`config.mk`:
```
export PLATFORM = sky130hd
export DESIGN_NAME = ti_trav_stack
export DESIGN_NICKNAME = d
export VERILOG_FILES = /design/src/rtl/ti_trav_stack.sv
export SDC_FILE = /design/constraint.sdc
export NUM_CORES = 2
export LEC_CHECK = 0
export BUFFER_PORTS_ARGS = -buffer_cell sky130_fd_sc_hd__buf_2
export CAP_MARGIN = 20
export CORE_AREA = 4 4 536 379
export DETAILED_ROUTE_END_ITERATION = 6
export DIE_AREA = 0 0 540 383
export HOLD_SLACK_MARGIN = 0.15
export SLEW_MARGIN = 10
export SYNTH_ARGS = -nofsm -noshare
export SYNTH_HDL_FRONTEND = slang
export SYNTH_SLANG_ARGS = --single-unit
```
`constraint.sdc`:
```
create_clock -name clk -period 9.6 [get_ports clk]
set_clock_uncertainty 0.15 [all_clocks]
set_input_delay 0.48 -clock clk [delete_from_list [all_inputs] [get_ports clk]]
set_output_delay 0.48 -clock clk [all_outputs]
set_load 0.005 [all_outputs]
```
`src/rtl/ti_trav_stack.sv`:
```
// rtl/ti_trav_stack.sv - multi-lane BVH traversal stack with registered pop response
// Optional ring-buffer overflow mode when TI_STACK_WRAP_EN is defined.
module ti_trav_stack #(
  parameter int NUM_LANES = 4,
  parameter int DEPTH     = 16,
  parameter int IDX_BITS  = 32,
  parameter int LANE_BITS = (NUM_LANES > 1) ? $clog2(NUM_LANES) : 1
) (
  input  logic                 clk,
  input  logic                 reset,
  input  logic                 req_valid,
  output logic                 req_ready,
  input  logic [LANE_BITS-1:0] req_lane,
  input  logic [1:0]           req_op,
  input  logic [IDX_BITS-1:0]  req_idx0,
  input  logic [IDX_BITS-1:0]  req_idx1,
  output logic                 rsp_valid,
  input  logic                 rsp_ready,
  output logic [LANE_BITS-1:0] rsp_lane,
  output logic [IDX_BITS-1:0]  rsp_idx,
  output logic                 rsp_empty,
  output logic                 rsp_ovf,
  output logic [NUM_LANES-1:0] empty_mask,
  output logic [NUM_LANES-1:0] ovf_mask
);

  localparam int SPW = $clog2(DEPTH + 1);
  localparam int AW  = $clog2(DEPTH);
  localparam logic [SPW-1:0] SP_FULL  = SPW'(DEPTH);
  localparam logic [SPW-1:0] SP_FULL1 = SPW'(DEPTH - 1);

  typedef enum logic [1:0] {
    OP_CLEAR = 2'd0,
    OP_PUSH1 = 2'd1,
    OP_PUSH2 = 2'd2,
    OP_POP   = 2'd3
  } op_e;

  logic [SPW-1:0]      sp_q  [NUM_LANES];
  logic                ovf_q [NUM_LANES];
  logic [IDX_BITS-1:0] mem_q [NUM_LANES][DEPTH];

  logic                rsp_valid_q, rsp_empty_q, rsp_ovf_q;
  logic [LANE_BITS-1:0] rsp_lane_q;
  logic [IDX_BITS-1:0] rsp_idx_q;

  op_e            op;
  logic           req_fire;
  logic [SPW-1:0] sel_sp, sp_d, wr0_off, wr1_off, rd_off;
  logic           sel_ovf, ovf_d, wr0_en, wr1_en;
  logic [AW-1:0]  wr0_addr, wr1_addr, rd_addr;
  logic [IDX_BITS-1:0] rd_data;

`ifdef TI_STACK_WRAP_EN
  logic [AW-1:0] base_q [NUM_LANES];
  logic [AW-1:0] sel_base, base_d;

  // Offset from the ring base, folded back into 0..DEPTH-1.
  function automatic logic [AW-1:0] ring(input logic [AW-1:0] b, input logic [SPW-1:0] off);
    logic [SPW:0] s;
    s = (SPW+1)'(b) + (SPW+1)'(off);
    if (s >= (SPW+1)'(DEPTH)) s = s - (SPW+1)'(DEPTH);
    return AW'(s);
  endfunction
`endif

  assign op        = op_e'(req_op);
  assign req_ready = reset && (!rsp_valid_q || rsp_ready);
  assign req_fire  = req_valid && req_ready;

  always_comb begin
    sel_sp  = sp_q[req_lane];
    sel_ovf = ovf_q[req_lane];
    sp_d    = sel_sp;
    ovf_d   = sel_ovf;
    wr0_en  = 1'b0;
    wr1_en  = 1'b0;
    wr0_off = sel_sp;
    wr1_off = sel_sp + SPW'(1);
    rd_off  = (sel_sp == '0) ? '0 : sel_sp - SPW'(1);
`ifdef TI_STACK_WRAP_EN
    sel_base = base_q[req_lane];
    base_d   = sel_base;
`endif
    case (op)
      OP_CLEAR: begin
        sp_d  = '0;
        ovf_d = 1'b0;
      end
      OP_PUSH1: begin
        if (sel_sp != SP_FULL) begin
          wr0_en = 1'b1;
          sp_d   = sel_sp + SPW'(1);
        end else begin
          ovf_d = 1'b1;
`ifdef TI_STACK_WRAP_EN
          wr0_en  = 1'b1;
          wr0_off = '0;
          base_d  = ring(sel_base, SPW'(1));
`endif
        end
      end
      OP_PUSH2: begin
        if (sel_sp < SP_FULL1) begin
          wr0_en = 1'b1;
          wr1_en = 1'b1;
          sp_d   = sel_sp + SPW'(2);
        end else if (sel_sp == SP_FULL1) begin
          wr0_en = 1'b1;
          ovf_d  = 1'b1;
          sp_d   = SP_FULL;
`ifdef TI_STACK_WRAP_EN
          wr1_en  = 1'b1;
          wr1_off = '0;
          base_d  = ring(sel_base, SPW'(1));
`endif
        end else begin
          ovf_d = 1'b1;
`ifdef TI_STACK_WRAP_EN
          wr0_en  = 1'b1;
          wr1_en  = 1'b1;
          wr0_off = '0;
          wr1_off = SPW'(1);
          base_d  = ring(sel_base, SPW'(2));
`endif
        end
      end
      default: begin
        if (sel_sp != '0) sp_d = sel_sp - SPW'(1);
      end
    endcase
  end

`ifdef TI_STACK_WRAP_EN
  assign wr0_addr = ring(sel_base, wr0_off);
  assign wr1_addr = ring(sel_base, wr1_off);
  assign rd_addr  = ring(sel_base, rd_off);
`else
  assign wr0_addr = AW'(wr0_off);
  assign wr1_addr = AW'(wr1_off);
  assign rd_addr  = AW'(rd_off);
`endif
  assign rd_data = mem_q[req_lane][rd_addr];

  always_ff @(posedge clk) begin
    if (req_fire) begin
      if (wr0_en) mem_q[req_lane][wr0_addr] <= req_idx0;
      if (wr1_en) mem_q[req_lane][wr1_addr] <= req_idx1;
    end
  end

  always_ff @(posedge clk) begin
    if (!reset) begin
      for (int l = 0; l < NUM_LANES; l++) begin
        sp_q[l]  <= '0;
        ovf_q[l] <= 1'b0;
`ifdef TI_STACK_WRAP_EN
        base_q[l] <= '0;
`endif
      end
      rsp_valid_q <= 1'b0;
      rsp_lane_q  <= '0;
      rsp_idx_q   <= '0;
      rsp_empty_q <= 1'b0;
      rsp_ovf_q   <= 1'b0;
    end else begin
      if (req_fire) begin
        sp_q[req_lane]  <= sp_d;
        ovf_q[req_lane] <= ovf_d;
`ifdef TI_STACK_WRAP_EN
        base_q[req_lane] <= base_d;
`endif
      end
      // A new pop reloads the register even while the old response drains.
      if (req_fire && op == OP_POP) begin
        rsp_valid_q <= 1'b1;
        rsp_lane_q  <= req_lane;
        rsp_idx_q   <= (sel_sp == '0) ? '0 : rd_data;
        rsp_empty_q <= (sel_sp == '0);
        rsp_ovf_q   <= sel_ovf;
      end else if (rsp_ready) begin
        rsp_valid_q <= 1'b0;
        rsp_lane_q  <= '0;
        rsp_idx_q   <= '0;
        rsp_empty_q <= 1'b0;
        rsp_ovf_q   <= 1'b0;
      end
    end
  end

  always_comb begin
    empty_mask = '0;
    ovf_mask   = '0;
    for (int l = 0; l < NUM_LANES; l++) begin
      empty_mask[l] = (sp_q[l] == '0);
      ovf_mask[l]   = ovf_q[l];
    end
  end

  assign rsp_valid = rsp_valid_q;
  assign rsp_lane  = rsp_lane_q;
  assign rsp_idx   = rsp_idx_q;
  assign rsp_empty = rsp_empty_q;
  assign rsp_ovf   = rsp_ovf_q;

endmodule

```
==> flow_summary_export.csv <==
group,metric,value,unit
power_and_ir_drop,power.static_leakage,31.52,nW
clock_tree,postCtsHoldBufs,25,
clock_tree,cts_made_buffers,203,
clock_tree,cts.clk_slew.worst_paths,60,ps
sta,hold_viol_final,0,
drt,drtAntennaViolNets,0,
synthesis,count_of_distinct_cell_types_in_the_synthesized_netlist,55,
sta,min_period_over_period,57.35,%
floorplan,initial_utilization,44.67,%
place,numPortBuffers,117,
synthesis,avg_synthesized_cell_area,21.42,um^2
setup_path,critPathMaxFanout,68,
sta,minimum_clock_period_after_layout,5506,ps
synthesis,synth_top_area_cell,"sky130_fd_sc_hd__edfxtp_1",
setup_path,crit_start,"req_lane[0]",
grt,grt_remaining_overflow,0,
floorplan,die_w,540,um
setup_path,worstSetupStartpointType,"input pin",
final_layout,areaGrowthSynthToFinish,12.17,%
grt,grt_util_all_layers,25.24,%
clock_tree,cts_tree,"done",
synthesis,synth_top_flop_cell,"sky130_fd_sc_hd__edfxtp_1",
drt,avgRoutedWirePerCell,37.03,um
synthesis,ys_async_sr_fraction,0,%
synthesis,ys.warnings.count,0,
drt,drt_iter0_drc,6555,
synthesis,syn_area,88510,um^2
setup_path,criticalPathCategory,"input pin to flip-flop",
clock_tree,postCtsResizedCells,0,
sta,final_max_slew_viol_count,0,
grt,first_global_vias,44990,
min_path,timing.hold.worst.class,"input pin to flip-flop",
floorplan,dieHeight,383,um
synthesis,synth-seq-area-share,71.10,%
drt,drc,0,
min_path,min-delay-start,"req_idx1[7]",
drt,detail_route.first_pass.iterations,5,
grt,grt_start_max_net_pins,151,
sta,hold_slack,210.3,ps
setup_path,cp.required,10120,ps
sta,final-setup-viol-count,0,
drt,detail_route.vias_per_cell,6.430,
final_layout,final_common_cell,"sky130_fd_sc_hd__edfxtp_1",
synthesis,synth.ff_latch_count,2109,
floorplan,placementRows,137,
setup_path,kind_of_end_point_of_the_critical_path,"flip-flop",
floorplan,floorplan.die_area,206800,um^2
final_layout,filler_cell_count,15730,
clock_tree,cts_root_buffer,"sky130_fd_sc_hd__clkbuf_16",
final_layout,drive_above_1_share,37.40,%
setup_path,cp.arrival,6020,ps
synthesis,synth_cells,4132,
clock_tree,htree_depth,4,
sta,worst_slew_pin_slew,1161,ps
floorplan,io-pin-count,118,
status,status,"completed",
sta,tns,0,ps
clock_tree,post-cts-setup-buffer-count,0,
place,dp_slack,3056,ps
place,hpwlAfterDp,156000,um
synthesis,synth_enable_flop_cells,2069,
job,max-cap-violations,0,
grt,wire_length_of_the_first_global_routing_pass,364600,um
clock_tree,clkSinkCount,2109,
sta,rsz0062_at_grt,"no",
place,placer_congestion,0.8244,
sta,relSlewSlack,22.43,%
synthesis,synth_top_area_share,70.20,%
grt,initial_antenna_violation_count,21,
drt,drt-total-wl,262600,um
power_and_ir_drop,cellPowerDensity,198.2,nW/um^2
setup_path,crit-reg2reg-launch,"sp_q[2][2]$_SDFFCE_PN0P_",
power_and_ir_drop,max-vdd-ir-drop,0.0001418,V
clock_tree,worstSkewPairLatency,840,ps
sta,maxClockFrequency,0.1816,GHz
clock_tree,clockBufferDepth,4,
final_layout,commonest_non_fill_non_tap_cells_in_the_layout,"2069 x sky130_fd_sc_hd__edfxtp_1, 576 x sky130_fd_sc_hd__mux4_2, 475 x sky130_fd_sc_hd__mux2_2, 256 x sky130_fd_sc_hd__mux2i_1, 206 x sky130_fd_sc_hd__clkbuf_16",
sta,setup_slack,4094,ps
floorplan,core,198200,um^2
synthesis,ys_top_cells_by_area,"sky130_fd_sc_hd__edfxtp_1 70%, sky130_fd_sc_hd__mux4_2 15%, sky130_fd_sc_hd__mux2_2 6.0%",
final_layout,number_of_nets_at_the_end_of_the_flow,4378,
synthesis,synth_nets,4220,
drt,detailroute.via_count,45600,
through the flow:
step                total power, mW  area [um^2]  instances  utilization [%]
floorplan                     11.47        88510       4132                -
global placement              11.99        92510       6696            46.69
detailed placement            12.01        92620       6700            46.74
CTS                           19.78        99240       7087            50.08
global route                  20.30        99270       7089            50.10
finish                        19.68        99280       7092            50.10
layout make-up:
class | count | area, um^2 | share of cell area [%]
multi-input cells | 1694 | 24630 | 24.81
clock buffers | 270 | 5495 | 5.535
clock inverters | 92 | 877.1 | 0.8834
diodes | 4 | 10.01 | 0.01008
repair buffers | 266 | 1967 | 1.981
inverters | 16 | 67.56 | 0.06805
flip-flops and latches | 2109 | 62930 | 63.39
well taps | 2641 | 3304 | 3.328
state kept, by name, summed over array words and instances, names as in the netlist:
name       count
rsp_valid      1
ovf_q          4
rsp_idx       32
mem_q       2048
rsp_empty      1
rsp_lane       2
rsp_ovf        1
sp_q          20
kinds of logic after synthesis:
family	count (synthesis)	share of synthesized area, %
buffers and inverters	329	2.043
AND/OR/NAND/NOR	205	1.373
multiplexers	1351	24.24
flip-flops	2109	71.10
AO/OA/AOI/OAI	117	0.9359
XOR/XNOR	5	0.07918
adder cells (fa/ha/maj)	16	0.2262
final timing paths:
path	end	slack [ps]	cells after the start
min reg2reg	rsp_idx[28]$_SDFFE_PN0P_	340	2
max reg2reg	mem_q[2][223]$_DFFE_PP_	4160	7
max	rsp_idx[1]$_SDFFE_PN0P_	4090	9
min	mem_q[1][39]$_DFFE_PP_	210	2
critical path: stages:
cell,delay (ps)
sky130_fd_sc_hd__buf_8,570
sky130_fd_sc_hd__buf_4,860
sky130_fd_sc_hd__buf_4,800
sky130_fd_sc_hd__buf_4,880
sky130_fd_sc_hd__buf_4,840
sky130_fd_sc_hd__mux4_2,590
sky130_fd_sc_hd__mux2i_1,320
sky130_fd_sc_hd__mux4_2,320
sky130_fd_sc_hd__o221ai_1,120
report_power, final:
part           switching [mW]  internal [mW]
clock network            3.40           4.46
registers              0.0223           10.1
logic                   0.959          0.708
cells in the mapped netlist, drive strengths merged (7+ instances only):
master	number
edfxtp	2069
mux4	581
mux2	514
mux2i	256
clkbuf	157
buf	156
nand2	64
o22ai	48
dfxtp	40
nor2	29
nand3	28
o221ai	24
nand4	18
nor3b	17
ha	16
inv	15
o21ai	12
or3	8
and2	7
nor3	7
routing by layer:
layer	GRT usage, %	wire length (um)
met5	0	0
met4	5.597	5934
met3	6.564	30460
met2	35.40	111600
met1	39.59	114700
(Power assumes the default switching activity.)
